--- src/rtl/r_type_encoder_loader_if.sv ---
// R-type field handshake bus: one field set per transfer, moved when in_valid && in_ready.
// master = field source (program loader front end); slave = r_type_encoder_loader.
// Ports: in_valid/in_ready handshake, rd/rs1/rs2/funct3/funct7 field payload.
interface r_type_encoder_loader_if;
  logic       in_valid;
  logic       in_ready;
  logic [4:0] rd;
  logic [4:0] rs1;
  logic [4:0] rs2;
  logic [2:0] funct3;
  logic [6:0] funct7;

  modport master (
    output in_valid, rd, rs1, rs2, funct3, funct7,
    input  in_ready
  );

  modport slave (
    input  in_valid, rd, rs1, rs2, funct3, funct7,
    output in_ready
  );
endinterface

--- src/rtl/r_type_encoder_loader.sv ---
// Packs R-type fields into RV32I words and writes legal ones to sequential instruction-memory addresses.
// Latency: accept at edge N -> mem_we (legal) or err (illegal) in cycle N+1; word_count moves at edge N+1.
// Backpressure: in_ready low during reset, in the start cycle, once DEPTH words are committed, and in FULL.
// Ports: clk, reset (async, active-high), start (rewind pulse), in_if (field handshake, slave side),
//        mem_we/mem_addr/mem_wdata (memory write port), word_count, full, err, err_count (status).
module r_type_encoder_loader #(
  parameter int unsigned ADDR_WIDTH = 8,
  parameter int unsigned DEPTH      = 256,
  parameter int unsigned BASE_ADDR  = 0,
  parameter logic [6:0]  OPCODE     = 7'b0110011
) (
  input  logic                  clk,
  input  logic                  reset,
  input  logic                  start,
  r_type_encoder_loader_if.slave in_if,
  output logic                  mem_we,
  output logic [ADDR_WIDTH-1:0] mem_addr,
  output logic [31:0]           mem_wdata,
  output logic [ADDR_WIDTH:0]   word_count,
  output logic                  full,
  output logic                  err,
  output logic [7:0]            err_count
);

  localparam int unsigned CW = ADDR_WIDTH + 1;
  localparam logic [ADDR_WIDTH:0]   DEPTH_C = CW'(DEPTH);
  localparam logic [ADDR_WIDTH-1:0] BASE_C  = ADDR_WIDTH'(BASE_ADDR);

  typedef enum logic {S_LOAD = 1'b0, S_FULL = 1'b1} state_t;

  state_t                state_q, state_d;
  logic                  mem_we_q, mem_we_d;
  logic [ADDR_WIDTH-1:0] mem_addr_q, mem_addr_d;
  logic [31:0]           mem_wdata_q, mem_wdata_d;
  logic [ADDR_WIDTH:0]   word_count_q, word_count_d;
  logic                  err_q, err_d;
  logic [7:0]            err_count_q, err_count_d;

  logic                  legal;
  logic                  in_ready_c;
  logic                  accept;
  // Words committed once the write currently on the bus lands; this is what
  // addresses the next write and what decides whether another accept fits.
  logic [ADDR_WIDTH:0]   count_pend;

  always_comb begin
    state_d     = state_q;
    mem_we_d    = 1'b0;
    mem_addr_d  = mem_addr_q;
    mem_wdata_d = mem_wdata_q;
    err_d       = 1'b0;
    in_ready_c  = 1'b0;

    legal = (in_if.funct7 == 7'b0000000) ||
            ((in_if.funct7 == 7'b0100000) &&
             ((in_if.funct3 == 3'b000) || (in_if.funct3 == 3'b101)));

    count_pend = word_count_q + CW'(mem_we_q);

    case (state_q)
      S_LOAD: begin
        // The cycle carrying the DEPTH-th write must already refuse new
        // fields, otherwise a held in_valid would slip one word past DEPTH.
        in_ready_c = !reset && !start && (count_pend < DEPTH_C);
        if (!start && (count_pend == DEPTH_C)) begin
          state_d = S_FULL;
        end
      end
      S_FULL: begin
        if (start) begin
          state_d = S_LOAD;
        end
      end
      default: state_d = S_LOAD;
    endcase

    accept = in_if.in_valid && in_ready_c;

    if (accept && legal) begin
      mem_we_d    = 1'b1;
      mem_addr_d  = BASE_C + count_pend[ADDR_WIDTH-1:0];
      mem_wdata_d = {in_if.funct7, in_if.rs2, in_if.rs1, in_if.funct3, in_if.rd, OPCODE};
    end
    err_d = accept && !legal;

    // start clears the count even while the previous accept's write lands.
    word_count_d = start ? '0 : count_pend;

    if (start) begin
      err_count_d = '0;
    end else if (err_d && (err_count_q != 8'hFF)) begin
      err_count_d = err_count_q + 8'd1;
    end else begin
      err_count_d = err_count_q;
    end
  end

  always_ff @(posedge clk or posedge reset) begin
    if (reset) begin
      state_q      <= S_LOAD;
      mem_we_q     <= 1'b0;
      mem_addr_q   <= BASE_C;
      mem_wdata_q  <= '0;
      word_count_q <= '0;
      err_q        <= 1'b0;
      err_count_q  <= '0;
    end else begin
      state_q      <= state_d;
      mem_we_q     <= mem_we_d;
      mem_addr_q   <= mem_addr_d;
      mem_wdata_q  <= mem_wdata_d;
      word_count_q <= word_count_d;
      err_q        <= err_d;
      err_count_q  <= err_count_d;
    end
  end

  assign in_if.in_ready = in_ready_c;
  assign mem_we         = mem_we_q;
  assign mem_addr       = mem_addr_q;
  assign mem_wdata      = mem_wdata_q;
  assign word_count     = word_count_q;
  assign full           = (state_q == S_FULL);
  assign err            = err_q;
  assign err_count      = err_count_q;

endmodule
--- src/flat_wrapper.sv ---
// flat-port wrapper written by rule: the top's interface ports become plain ports
module r_type_encoder_loader_flat 
#(
  parameter int unsigned ADDR_WIDTH = 8,
  parameter int unsigned DEPTH      = 256,
  parameter int unsigned BASE_ADDR  = 0,
  parameter logic [6:0]  OPCODE     = 7'b0110011
)
  (clk, reset, start, mem_we, mem_addr, mem_wdata, word_count, full, err, err_count, in_if_in_valid, in_if_rd, in_if_rs1, in_if_rs2, in_if_funct3, in_if_funct7, in_if_in_ready);
  r_type_encoder_loader_if in_if_i ();
  input  logic clk;
  input  logic reset;
  input  logic start;
  output logic mem_we;
  output logic [ADDR_WIDTH-1:0] mem_addr;
  output logic [31:0] mem_wdata;
  output logic [ADDR_WIDTH:0] word_count;
  output logic full;
  output logic err;
  output logic [7:0] err_count;
  input wire logic [$bits(in_if_i.in_valid)-1:0] in_if_in_valid;
  input wire logic [$bits(in_if_i.rd)-1:0] in_if_rd;
  input wire logic [$bits(in_if_i.rs1)-1:0] in_if_rs1;
  input wire logic [$bits(in_if_i.rs2)-1:0] in_if_rs2;
  input wire logic [$bits(in_if_i.funct3)-1:0] in_if_funct3;
  input wire logic [$bits(in_if_i.funct7)-1:0] in_if_funct7;
  output wire logic [$bits(in_if_i.in_ready)-1:0] in_if_in_ready;
  assign in_if_i.in_valid = in_if_in_valid;
  assign in_if_i.rd = in_if_rd;
  assign in_if_i.rs1 = in_if_rs1;
  assign in_if_i.rs2 = in_if_rs2;
  assign in_if_i.funct3 = in_if_funct3;
  assign in_if_i.funct7 = in_if_funct7;
  assign in_if_in_ready = in_if_i.in_ready;
  r_type_encoder_loader #(.ADDR_WIDTH(ADDR_WIDTH), .DEPTH(DEPTH), .BASE_ADDR(BASE_ADDR), .OPCODE(OPCODE)) u_core (.clk(clk), .reset(reset), .start(start), .in_if(in_if_i), .mem_we(mem_we), .mem_addr(mem_addr), .mem_wdata(mem_wdata), .word_count(word_count), .full(full), .err(err), .err_count(err_count));
endmodule
--- config.mk ---
export PLATFORM = sky130hd
export DESIGN_NAME = r_type_encoder_loader_flat
export DESIGN_NICKNAME = d
export VERILOG_FILES = /design/src/rtl/r_type_encoder_loader_if.sv /design/src/rtl/r_type_encoder_loader.sv /design/src/flat_wrapper.sv
export SDC_FILE = /design/constraint.sdc
export NUM_CORES = 1
export LEC_CHECK = 0
export BUFFER_PORTS_ARGS = -buffer_cell sky130_fd_sc_hd__buf_4
export CAP_MARGIN = 30
export CORE_MARGIN = 2
export CORE_UTILIZATION = 40
export CTS_CLUSTER_SIZE = 30
export DETAILED_ROUTE_END_ITERATION = 8
export PLACE_DENSITY = 0.69
export RECOVER_POWER = 25
export REMOVE_ABC_BUFFERS = 1
export SETUP_SLACK_MARGIN = 0.02
export SLEW_MARGIN = 10
export SYNTH_ARGS = -nofsm -noshare
export SYNTH_HDL_FRONTEND = slang
export SYNTH_SLANG_ARGS = --single-unit
export TNS_END_PERCENT = 10
--- constraint.sdc ---
create_clock -name clk -period 1.9 [get_ports clk]
set_input_delay 0.095 -clock clk [delete_from_list [all_inputs] [get_ports clk]]
set_output_delay 0.095 -clock clk [all_outputs]
set_load 0.03 [all_outputs]
==> results.json <==
{
  "status": "finished, violations left",
  "violations": "setup timing",
  "synth_edf_count": 0,
  "seqCellArea_sq_um": 1350,
  "fin_nets": 351,
  "fmax_ghz": 0.493,
  "yosysWarnings": 0,
  "root_buffer": "clkbuf_8",
  "drc": 0,
  "netlist_area_sq_um": 2500,
  "drt_pass1_iterations": 4,
  "grt.busiest_layer": "met2",
  "synth-async-reset-ratio": 1.00,
  "antennaDiodeCount": 0,
  "synth-main-ff-cell": "dfrtp_1",
  "yosysSeqAreaShare": 0.540,
  "grt_util_met1": 0.234,
  "wirelength_mm": 5.82,
  "grt_use_total": 0.170,
  "clkSlewWorstSetupHoldPaths_ns": 0.10,
  "fill_cells": 473,
  "ys_seq_elements": 54,
  "hpwl_mm": 4.08,
  "power.leakage_uw": 0.00189,
  "drt_iter0_markers": 70,
  "antenna_found_initial": 0,
  "grt_setup_unrepaired": "true",
  "dpl.cell_count": 373,
  "h-tree-depth": 2,
  "grt_pass1_wl_mm": 9.40,
  "max-cap-violations": 0,
  "grt_pass1_vias": 1853,
  "drive_gt1_frac": 0.525,
  "post_drt_wl_per_cell_um": 14.7,
  "regToRegSetupSlack_ns": -0.13,
  "layout.cells.non_filler": 395,
  "num_io_pins": 90,
  "hp-class": "primary input to flip-flop",
  "synthToLayoutAreaGrowth_pct": 49.9,
  "die_area_sq_um": 6910,
  "clk_latency_ns": 0.31,
  "period_share": 1.07,
  "required_ns": 2.10,
  "syn_avg_cell_area_sq_um": 12.6,
  "start_util": 0.418,
  "cts_sinks": 54,
  "numPortBuffers": 86,
  "worst_ir_drop_vdd_mv": 0.296,
  "yosysTopAreaCell": "dfrtp_1",
  "rows": 28,
  "slew_headroom": 0.240,
  "yosysTopAreaCellShare": 0.540,
  "overflow": 0,
  "cts_buffers": 5,
  "layout_min_cycle_time_ns": 2.03,
  "cts_tree": "done",
  "grtUsageMet2": 0.266,
  "worstMarginPinSlew_ns": 1.14,
  "placed_area_sq_um": 3360,
  "grt_max_degree": 51,
  "syn-instance-count": 198,
  "coreArea_sq_um": 5990,
  "synthTopCellsByArea": "dfrtp_1 (54%), mux2_4 (13%), buf_4 (2.1%), xnor2_1 (2.1%), nor2b_1 (2.0%)",
  "fp.dieW_um": 83.1,
  "cp_max_fo": 6,
  "setup_viol": 32,
  "cp.arrival_ns": 2.23,
  "final_common_cell": "buf_4",
  "gp_congestion": 0.798,
  "criticalPathCategory": "flip-flop to flip-flop",
  "setup_ws_ns": -0.129,
  "start_kind": "flip-flop",
  "critPathCaptureType": "flip-flop",
  "final.setup_skew_ns": 0.00554,
  "ant_nets": 0,
  "vias": 1936,
  "maxSlewViolCount": 0,
  "routed_via_density": 4.90,
  "finalHoldViolations": 0,
  "final_cell_mix": "buf_4 (109), dfrtp_1 (54), mux2_4 (23), dlygate4sd3_1 (10)",
  "synth_cell_types": 40,
  "die_y_um": 83.1,
  "design_area_sq_um": 3750,
  "cts_buffer_depth": 2,
  "use_met3": 0.0487,
  "multi_input_area_sq_um": 1130,
  "powerDensity_nw_per_um2": 588
}
[report_power, final]
group / total (uW) / switching [uW] / internal, uW
logic: 252 / 133 / 119
registers: 1180 / 10.9 / 1170
clock network: 780 / 384 / 395
total: 2210 / 528 / 1680
[path summary, 6_finish.rpt]
| path | endpoint | from | depth (start not counted) |
|---|---|---|---|
| max | u_core.mem_wdata[18] | u_core.mem_we | 8 |
| min | u_core.mem_wdata[23] | in_if_rs2[3] | 2 |
| max reg2reg | u_core.mem_wdata[18] | u_core.mem_we | 8 |
| min reg2reg | u_core.mem_addr[4] | u_core.mem_addr[4] | 2 |
| max in group asynchronous | u_core.mem_wdata[19] | reset | 4 |
| min in group asynchronous | u_core.err | reset | 3 |
[state kept, by name (all words and copies together) (netlist names)]
name,cells
u_core.mem_we,1
u_core.err_count,8
u_core.word_count,9
u_core.mem_addr,8
u_core.err,1
u_core.full,1
u_core.mem_wdata,26
[worst max-delay path, cell delays in order, from the launching register on]
cell and delay, ns:
dfrtp_1 0.40, ha_4 0.17, ha_4 0.16, nand3_4 0.07
o21ai_4 0.20, nand4_4 0.18, nor2_8 0.25, clkbuf_16 0.19
mux2_4 0.29
[cells in the mapped netlist (3+ instances only)]
| library cell | count |
|---|---|
| xnor2_1 | 6 |
| or4_1 | 3 |
| mux2_4 | 22 |
| nand2_1 | 8 |
| o31ai_1 | 4 |
| or2_2 | 3 |
| nand4_1 | 4 |
| and2_1 | 3 |
| o21a_1 | 3 |
| nor2_1 | 8 |
| nor2b_1 | 8 |
| xor2_1 | 3 |
| inv_1 | 7 |
| dfrtp_1 | 54 |
| ha_1 | 3 |
| buf_4 | 7 |
| clkbuf_1 | 3 |
| o21ai_0 | 8 |
| nor4_1 | 4 |
| nand3_1 | 7 |
[stage by stage]
stage,worst slack (ns),hold slack [ns],TNS [ns],utilization,total power [uW]
6_report,-0.129,0.0170,-2.92,0.627,2210
5_1_grt,-0.212,-0.00346,-5.83,0.627,2300
4_1_cts,-0.0847,0.00149,-1.38,0.598,2230
3_5_place_dp,-0.284,0.00348,-6.96,0.561,1430
3_3_place_gp,-0.223,0.000382,-5.00,0.561,1430
2_1_floorplan,-0.758,0.161,-25.39,-,1310
[repair_timing]
action | CTS | global route
endpoints found under the setup margin | 42 | 41
hold buffers | 1 | 9
buffers inserted | 1 | 1
endpoints found under the hold margin | 54 | 9
cloned | 1 | 1
pin swaps | 13 | 7
resized for setup | 19 | 13
[metal layers]
metal	share of wire	wire length (um)
met1	0.44	2570
met2	0.49	2860
met3	0.064	370
met4	0.0033	19
met5	0	0
[cell families (layout without fill, tap and decap cells)]
kind of cell | after synthesis | count (layout) | synth area share
AOI/OAI and AO/OA | 25 | 25 | 0.0695
xor gates and xnor gates | 9 | 9 | 0.0315
adders and majority gates | 3 | 3 | 0.0150
buffers and inverters | 23 | 143 | 0.0650
DFF | 54 | 54 | 0.540
muxes | 24 | 24 | 0.140
other | 1 | 3 | 0.00150
and+or+nand+nor | 59 | 59 | 0.137
[layout make-up]
cell class / count / area share
Timing Repair Buffer: 128 / 0.276
Inverter: 7 / 0.00700
Multi-Input combinational cell: 123 / 0.302
Clock buffer: 5 / 0.0183
Clock inverter: 3 / 0.0117
Sequential cell: 54 / 0.360
Tap cell: 75 / 0.0250
Note: power is estimated with default switching activity, not from simulation.
